[config.mk]
export PLATFORM = sky130hd
export DESIGN_NAME = magnitude_bcd_converter
export DESIGN_NICKNAME = d
export VERILOG_FILES = /design/src/rtl/magnitude_bcd_converter.sv
export SDC_FILE = /design/constraint.sdc
export NUM_CORES = 1
export LEC_CHECK = 0
export CORE_ASPECT_RATIO = 1.75
export CORE_MARGIN = 1.5
export CORE_UTILIZATION = 45
export DETAILED_ROUTE_END_ITERATION = 16
export GPL_ROUTABILITY_DRIVEN = 0
export GPL_TIMING_DRIVEN = 0
export PLACE_DENSITY_LB_ADDON = 0.15
export SLEW_MARGIN = 20
export SYNTH_ARGS = -nofsm -noshare
export SYNTH_HDL_FRONTEND = slang
export SYNTH_SLANG_ARGS = --single-unit
export TNS_END_PERCENT = 30
[constraint.sdc]
create_clock -name clk -period 3.75 [get_ports clk]
set_input_delay 0.75 -clock clk [delete_from_list [all_inputs] [get_ports clk]]
set_output_delay 0.75 -clock clk [all_outputs]
set_load 0.005 [all_outputs]
[src/rtl/magnitude_bcd_converter.sv]
// ---------------------------------------------------------------------------
// magnitude_bcd_converter
//
// Converts an unsigned binary magnitude into packed BCD digits. It uses the
// shift-add-3 (double-dabble) algorithm and processes one input bit per clock.
// The last result is held on out_bcd until the next conversion completes,
// so the output can drive a display directly.
//
// Ports:
//   clk        clock
//   rst_n      asynchronous active-low reset
//   in_valid   in_data is valid this cycle
//   in_ready   a new value can be accepted (IDLE only)
//   in_data    unsigned binary magnitude, WIDTH bits
//   out_valid  out_bcd holds a fresh result that has not been consumed yet
//   out_ready  the consumer accepts the result
//   out_bcd    packed BCD, units digit in [3:0], 4*DIGITS bits
//   busy       a conversion is shifting
// ---------------------------------------------------------------------------
module magnitude_bcd_converter #(
   parameter int WIDTH  = 8,
   parameter int DIGITS = 3,
   parameter int CNT_W  = $clog2(WIDTH + 1)
) (
   input  logic                  clk,
   input  logic                  rst_n,
   input  logic                  in_valid,
   output logic                  in_ready,
   input  logic [WIDTH-1:0]      in_data,
   output logic                  out_valid,
   input  logic                  out_ready,
   output logic [4*DIGITS-1:0]   out_bcd,
   output logic                  busy
);

   // True when DIGITS decimal digits can represent 2^w - 1.
   function automatic bit digits_fit(input int w, input int d);
      longint unsigned lim;
      longint unsigned max_val;
      if (w >= 63) return 1'b0;
      max_val = (64'd1 << w) - 64'd1;
      lim = 64'd1;
      for (int i = 0; i < d; i++) begin
         if (lim > max_val) return 1'b1;
         lim = lim * 64'd10;
      end
      return lim > max_val;
   endfunction

   generate
      if (WIDTH < 1) begin : g_bad_width
         $error("magnitude_bcd_converter: WIDTH must be >= 1");
      end
      if (!digits_fit(WIDTH, DIGITS)) begin : g_bad_digits
         $error("magnitude_bcd_converter: DIGITS too small for WIDTH");
      end
      if (CNT_W != $clog2(WIDTH + 1)) begin : g_bad_cnt
         $error("magnitude_bcd_converter: CNT_W is derived and must not be overridden");
      end
   endgenerate

   localparam int BCD_W = 4 * DIGITS;
   localparam logic [CNT_W-1:0] CNT_INIT = CNT_W'(WIDTH);
   localparam logic [CNT_W-1:0] CNT_ONE  = CNT_W'(1);

   typedef enum logic [1:0] {
      S_IDLE  = 2'd0,
      S_SHIFT = 2'd1,
      S_DONE  = 2'd2
   } state_t;

   state_t              state_reg;
   logic [WIDTH-1:0]    bin_reg;
   logic [BCD_W-1:0]    bcd_reg;
   logic [CNT_W-1:0]    cnt_reg;
   logic [BCD_W-1:0]    out_bcd_reg;
   logic                out_valid_reg;

   logic [BCD_W-1:0]    bcd_adj;
   logic [BCD_W-1:0]    bcd_next;

   // Add-3 correction on every digit in parallel. The digits come from the
   // pre-shift working value. A digit is never above 9 here, so a 4-bit add
   // cannot overflow into the next digit.
   generate
      for (genvar gi = 0; gi < DIGITS; gi++) begin : g_digit
         logic [3:0] digit;
         assign digit = bcd_reg[4*gi +: 4];
         assign bcd_adj[4*gi +: 4] = (digit >= 4'd5) ? (digit + 4'd3) : digit;
      end
   endgenerate

   // Shift the corrected digits left, pulling in the next binary MSB.
   assign bcd_next = {bcd_adj[BCD_W-2:0], bin_reg[WIDTH-1]};

   always_ff @(posedge clk or negedge rst_n) begin
      if (!rst_n) begin
         state_reg     <= S_IDLE;
         bin_reg       <= '0;
         bcd_reg       <= '0;
         cnt_reg       <= '0;
         out_bcd_reg   <= '0;
         out_valid_reg <= 1'b0;
      end else begin
         case (state_reg)
            S_IDLE: begin
               if (in_valid) begin
                  bin_reg   <= in_data;
                  bcd_reg   <= '0;
                  cnt_reg   <= CNT_INIT;
                  state_reg <= S_SHIFT;
               end
            end
            S_SHIFT: begin
               bcd_reg <= bcd_next;
               bin_reg <= bin_reg << 1;
               cnt_reg <= cnt_reg - CNT_ONE;
               // This is the last shift. Publish the result directly from the
               // shifted value. out_bcd is written only here.
               if (cnt_reg == CNT_ONE) begin
                  out_bcd_reg   <= bcd_next;
                  out_valid_reg <= 1'b1;
                  state_reg     <= S_DONE;
               end
            end
            S_DONE: begin
               if (out_ready) begin
                  out_valid_reg <= 1'b0;
                  state_reg     <= S_IDLE;
               end
            end
            default: begin
               state_reg <= S_IDLE;
            end
         endcase
      end
   end

   // These outputs are decoded from the state register only. No input reaches
   // an output in the same cycle.
   assign in_ready  = (state_reg == S_IDLE);
   assign busy      = (state_reg == S_SHIFT);
   assign out_valid = out_valid_reg;
   assign out_bcd   = out_bcd_reg;

endmodule

==> metrics.log <==
INFO  metric syn_area = 1980 µm²
INFO  metric synth_seq_area_share = 0.493
INFO  metric max_slew.worst_pin.slew = 435 ps
INFO  metric drt-total-wl = 4230 µm
INFO  metric fmax = 372 MHz
INFO  metric place.detailed.instances = 259
INFO  metric status = complete, no violations
INFO  metric synthesis.area_per_instance = 10.8 µm²
INFO  metric pwr-share-seq = 0.375
INFO  metric timing_max_transition_violations_final = 0
INFO  metric detailedRoute.firstIterationViolations = 47
INFO  metric final_cell_count_no_fill = 267
INFO  metric cts_buffer_depth = 2
INFO  metric ff2ff_path_depth = 6
INFO  metric maxSlewHeadroom = 0.710
INFO  metric grt_setup_unrepaired = false
INFO  metric grt_max_degree = 27
INFO  metric grt_overflow = 0
INFO  metric final.fill_count = 366
INFO  metric postCtsSetupBuffers = 0
INFO  metric hold-worst-slack = 364 ps
INFO  metric grt_first_pass_wirelength = 7060 µm
INFO  metric finalCriticalPeriod = 2690 ps
INFO  metric met2WireLength = 2320 µm
INFO  metric end_kind = output port
INFO  metric core_area = 4190 µm²
INFO  metric setup-violations-final = 0
INFO  metric fin_setup_tns = 0 ps
INFO  metric leakage = 0.00108 µW
INFO  metric setup.worst_path.class = reg -> out
INFO  metric numCtsBuffers = 5
INFO  metric synthesis.yosys.warnings = 0
INFO  metric final_net_count = 237
INFO  metric grt_pass1_vias = 1516
INFO  metric worstPathMaxFanout = 10
INFO  metric layout.cells.most_common_list = 39 x dfrtp_1, 24 x clkdlybuf4s50_1, 22 x o21ai_0
INFO  metric pwr_density_cell = 869 nW/µm²
INFO  metric combinationalPowerShare = 0.491
INFO  metric insertion_delay_of_the_later_clocked_pin_in_the_worst_skew_pair = 290 ps
INFO  metric initial_utilization = 0.472
INFO  metric timing.final.crit_share = 0.717
INFO  metric overall_routing_resource_usage = 0.196
INFO  metric synthesis.instances = 184
INFO  metric cts_sinks = 39
INFO  metric area.growth.synth_to_final = 20.6%
INFO  metric route.detailed.vias_per_inst = 5.43
INFO  metric htree_depth = 2
INFO  metric met3_length = 135 µm
INFO  metric highest-signal-layer = met4
INFO  metric firstDrtPassIters = 4
INFO  metric final.setup_skew = 7.83 ps
INFO  metric max_cap_viol_count = 0
INFO  metric routed_met1_length = 1690 µm
INFO  metric final_layout_size_suffix_gt1_frac = 0.138
INFO  metric postSynthRegisterBits = 39
INFO  metric cts_root_buffer = clkbuf_8
INFO  metric die_outline_area = 4820 µm²
INFO  metric timing.critical_path.arrival = 1940 ps
INFO  metric dpl.hpwl = 3070 µm
INFO  metric power.switching = 801 µW
INFO  metric timing.final.hold_violations = 0
INFO  metric holdCritPathClass = in -> async
INFO  metric tritoncts = yes
INFO  metric detailroute.via_count = 1450
INFO  metric antenna_violating_nets_post_route = 0
INFO  metric die_w = 53.1 µm
INFO  metric die_height = 90.7 µm
INFO  metric drc_markers = 0
INFO  metric synthDistinctLibCells = 28
INFO  metric intPower = 1270 µW
INFO  metric synth_nets = 204
INFO  metric leading_cell_type_in_the_layout_fill_and_taps_excluded = dfrtp_1
INFO  metric hold_buffers_post_cts = 0
INFO  metric wl_per_cell = 15.8 µm
INFO  metric cts_resized = 0
INFO  metric clock_power_share = 0.134
INFO  metric start_kind = flop
INFO  metric io_buffer_count = 25
INFO  metric std_cell_rows = 31
INFO  metric cts.reportedPaths.clkPinSlew = 80 ps
INFO  metric boundaryPins = 27
INFO  metric cp_data_required_time = 3000 ps
INFO  metric antenna_found_initial = 0
INFO  metric vdd_drop_max = 0.000463 V
INFO  metric antenna-diode-count = 0
INFO  metric switching_fraction = 0.387
INFO  metric finalPower = 2070 µW
path summary, 6_finish.rpt:
check                                    endpoint  slack, ps                      from
setup reg to reg           out_bcd[6]$_DFFE_PN0P_       2160    bcd_reg[4]$_DFFE_PN0P_
max in group asynchronous  cnt_reg[2]$_DFFE_PN0P_       2920                     rst_n
hold / removal             bcd_reg[6]$_DFFE_PN0P_        360                     rst_n
setup / recovery                             busy       1060  state_reg[1]$_DFFE_PN0P_
min in group clk           out_bcd[3]$_DFFE_PN0P_        480    out_bcd[3]$_DFFE_PN0P_
hold reg to reg            out_bcd[3]$_DFFE_PN0P_        480    out_bcd[3]$_DFFE_PN0P_
cells in the mapped netlist:
library cell  count  area share
nor2b_1          10       0.032
a21oi_2           3       0.013
nand2b_1          5       0.016
o21ai_0          22       0.056
inv_1             9       0.017
a22oi_1           7       0.027
xnor2_1           3       0.013
mux2i_1           3       0.015
nor3b_1           5       0.019
nand3_1           3      0.0076
nor3_1            4       0.010
inv_8             1      0.0057
o21bai_2          1      0.0057
a22o_1            8       0.035
nor3b_4           1      0.0095
buf_2             5       0.013
nand2_1          14       0.027
nor2_1            2      0.0038
o21ai_1           3      0.0076
buf_6             2       0.011
dfrtp_1          39        0.49
a21oi_1          15       0.038
mux2_4            7       0.053
nand2_8           1       0.010
nand3b_1          1      0.0038
clkbuf_1          1      0.0019
mux2_2            1      0.0057
ha_1              8       0.051
power groups by stage:
| stage | registers [µW] | clock network, µW | logic [µW] |
|---|---|---|---|
| floorplan | 752 | 0 | 690 |
| global placement | 771 | 0 | 978 |
| detailed placement | 785 | 0 | 1030 |
| CTS | 778 | 283 | 1030 |
| global route | 805 | 302 | 1140 |
| finish | 778 | 278 | 1020 |
layout make-up:
type | count | area [µm²] | area share
Sequential cell | 39 | 976 | 0.409
Multi-Input combinational cell | 127 | 906 | 0.380
Timing Repair Buffer | 26 | 265 | 0.111
Clock buffer | 7 | 76.3 | 0.0320
Tap cell | 49 | 61.3 | 0.0257
Buffer | 8 | 51.3 | 0.0215
Inverter | 10 | 45.0 | 0.0189
Clock inverter | 1 | 5.00 | 0.00210
per-stage QoR:
stage	instance area, µm²	util	setup WS (ps)
2_1_floorplan	1980	-	2060
3_3_place_gp	2290	0.547	1030
3_5_place_dp	2300	0.550	1380
4_1_cts	2390	0.570	1050
5_1_grt	2390	0.570	939
6_report	2390	0.570	1060
worst max-delay path, cell delays in order, from the launching register on:
cell and delay [ps]:
dfrtp_1 430, nand2b_1 180, buf_6 160, inv_8 90, buf_2 250, clkdlybuf4s50_1 540
cell families after synthesis:
family	count (synthesis)	synth area share
AO/OA/AOI/OAI	59	0.182
XOR/XNOR	3	0.0133
adder cells (fa/ha/maj)	8	0.0506
buffers and inverters	18	0.0487
flip-flops	39	0.493
multiplexers	11	0.0740
AND/OR/NAND/NOR	46	0.138
per-layer routing:
metal	vias to the layer above	global-route usage
met3	8	0.0397
met5	-	0
met1	704	0.217
li1	709	-
met2	29	0.343
met4	0	0.0897
Power figures use the tool's default switching activity.
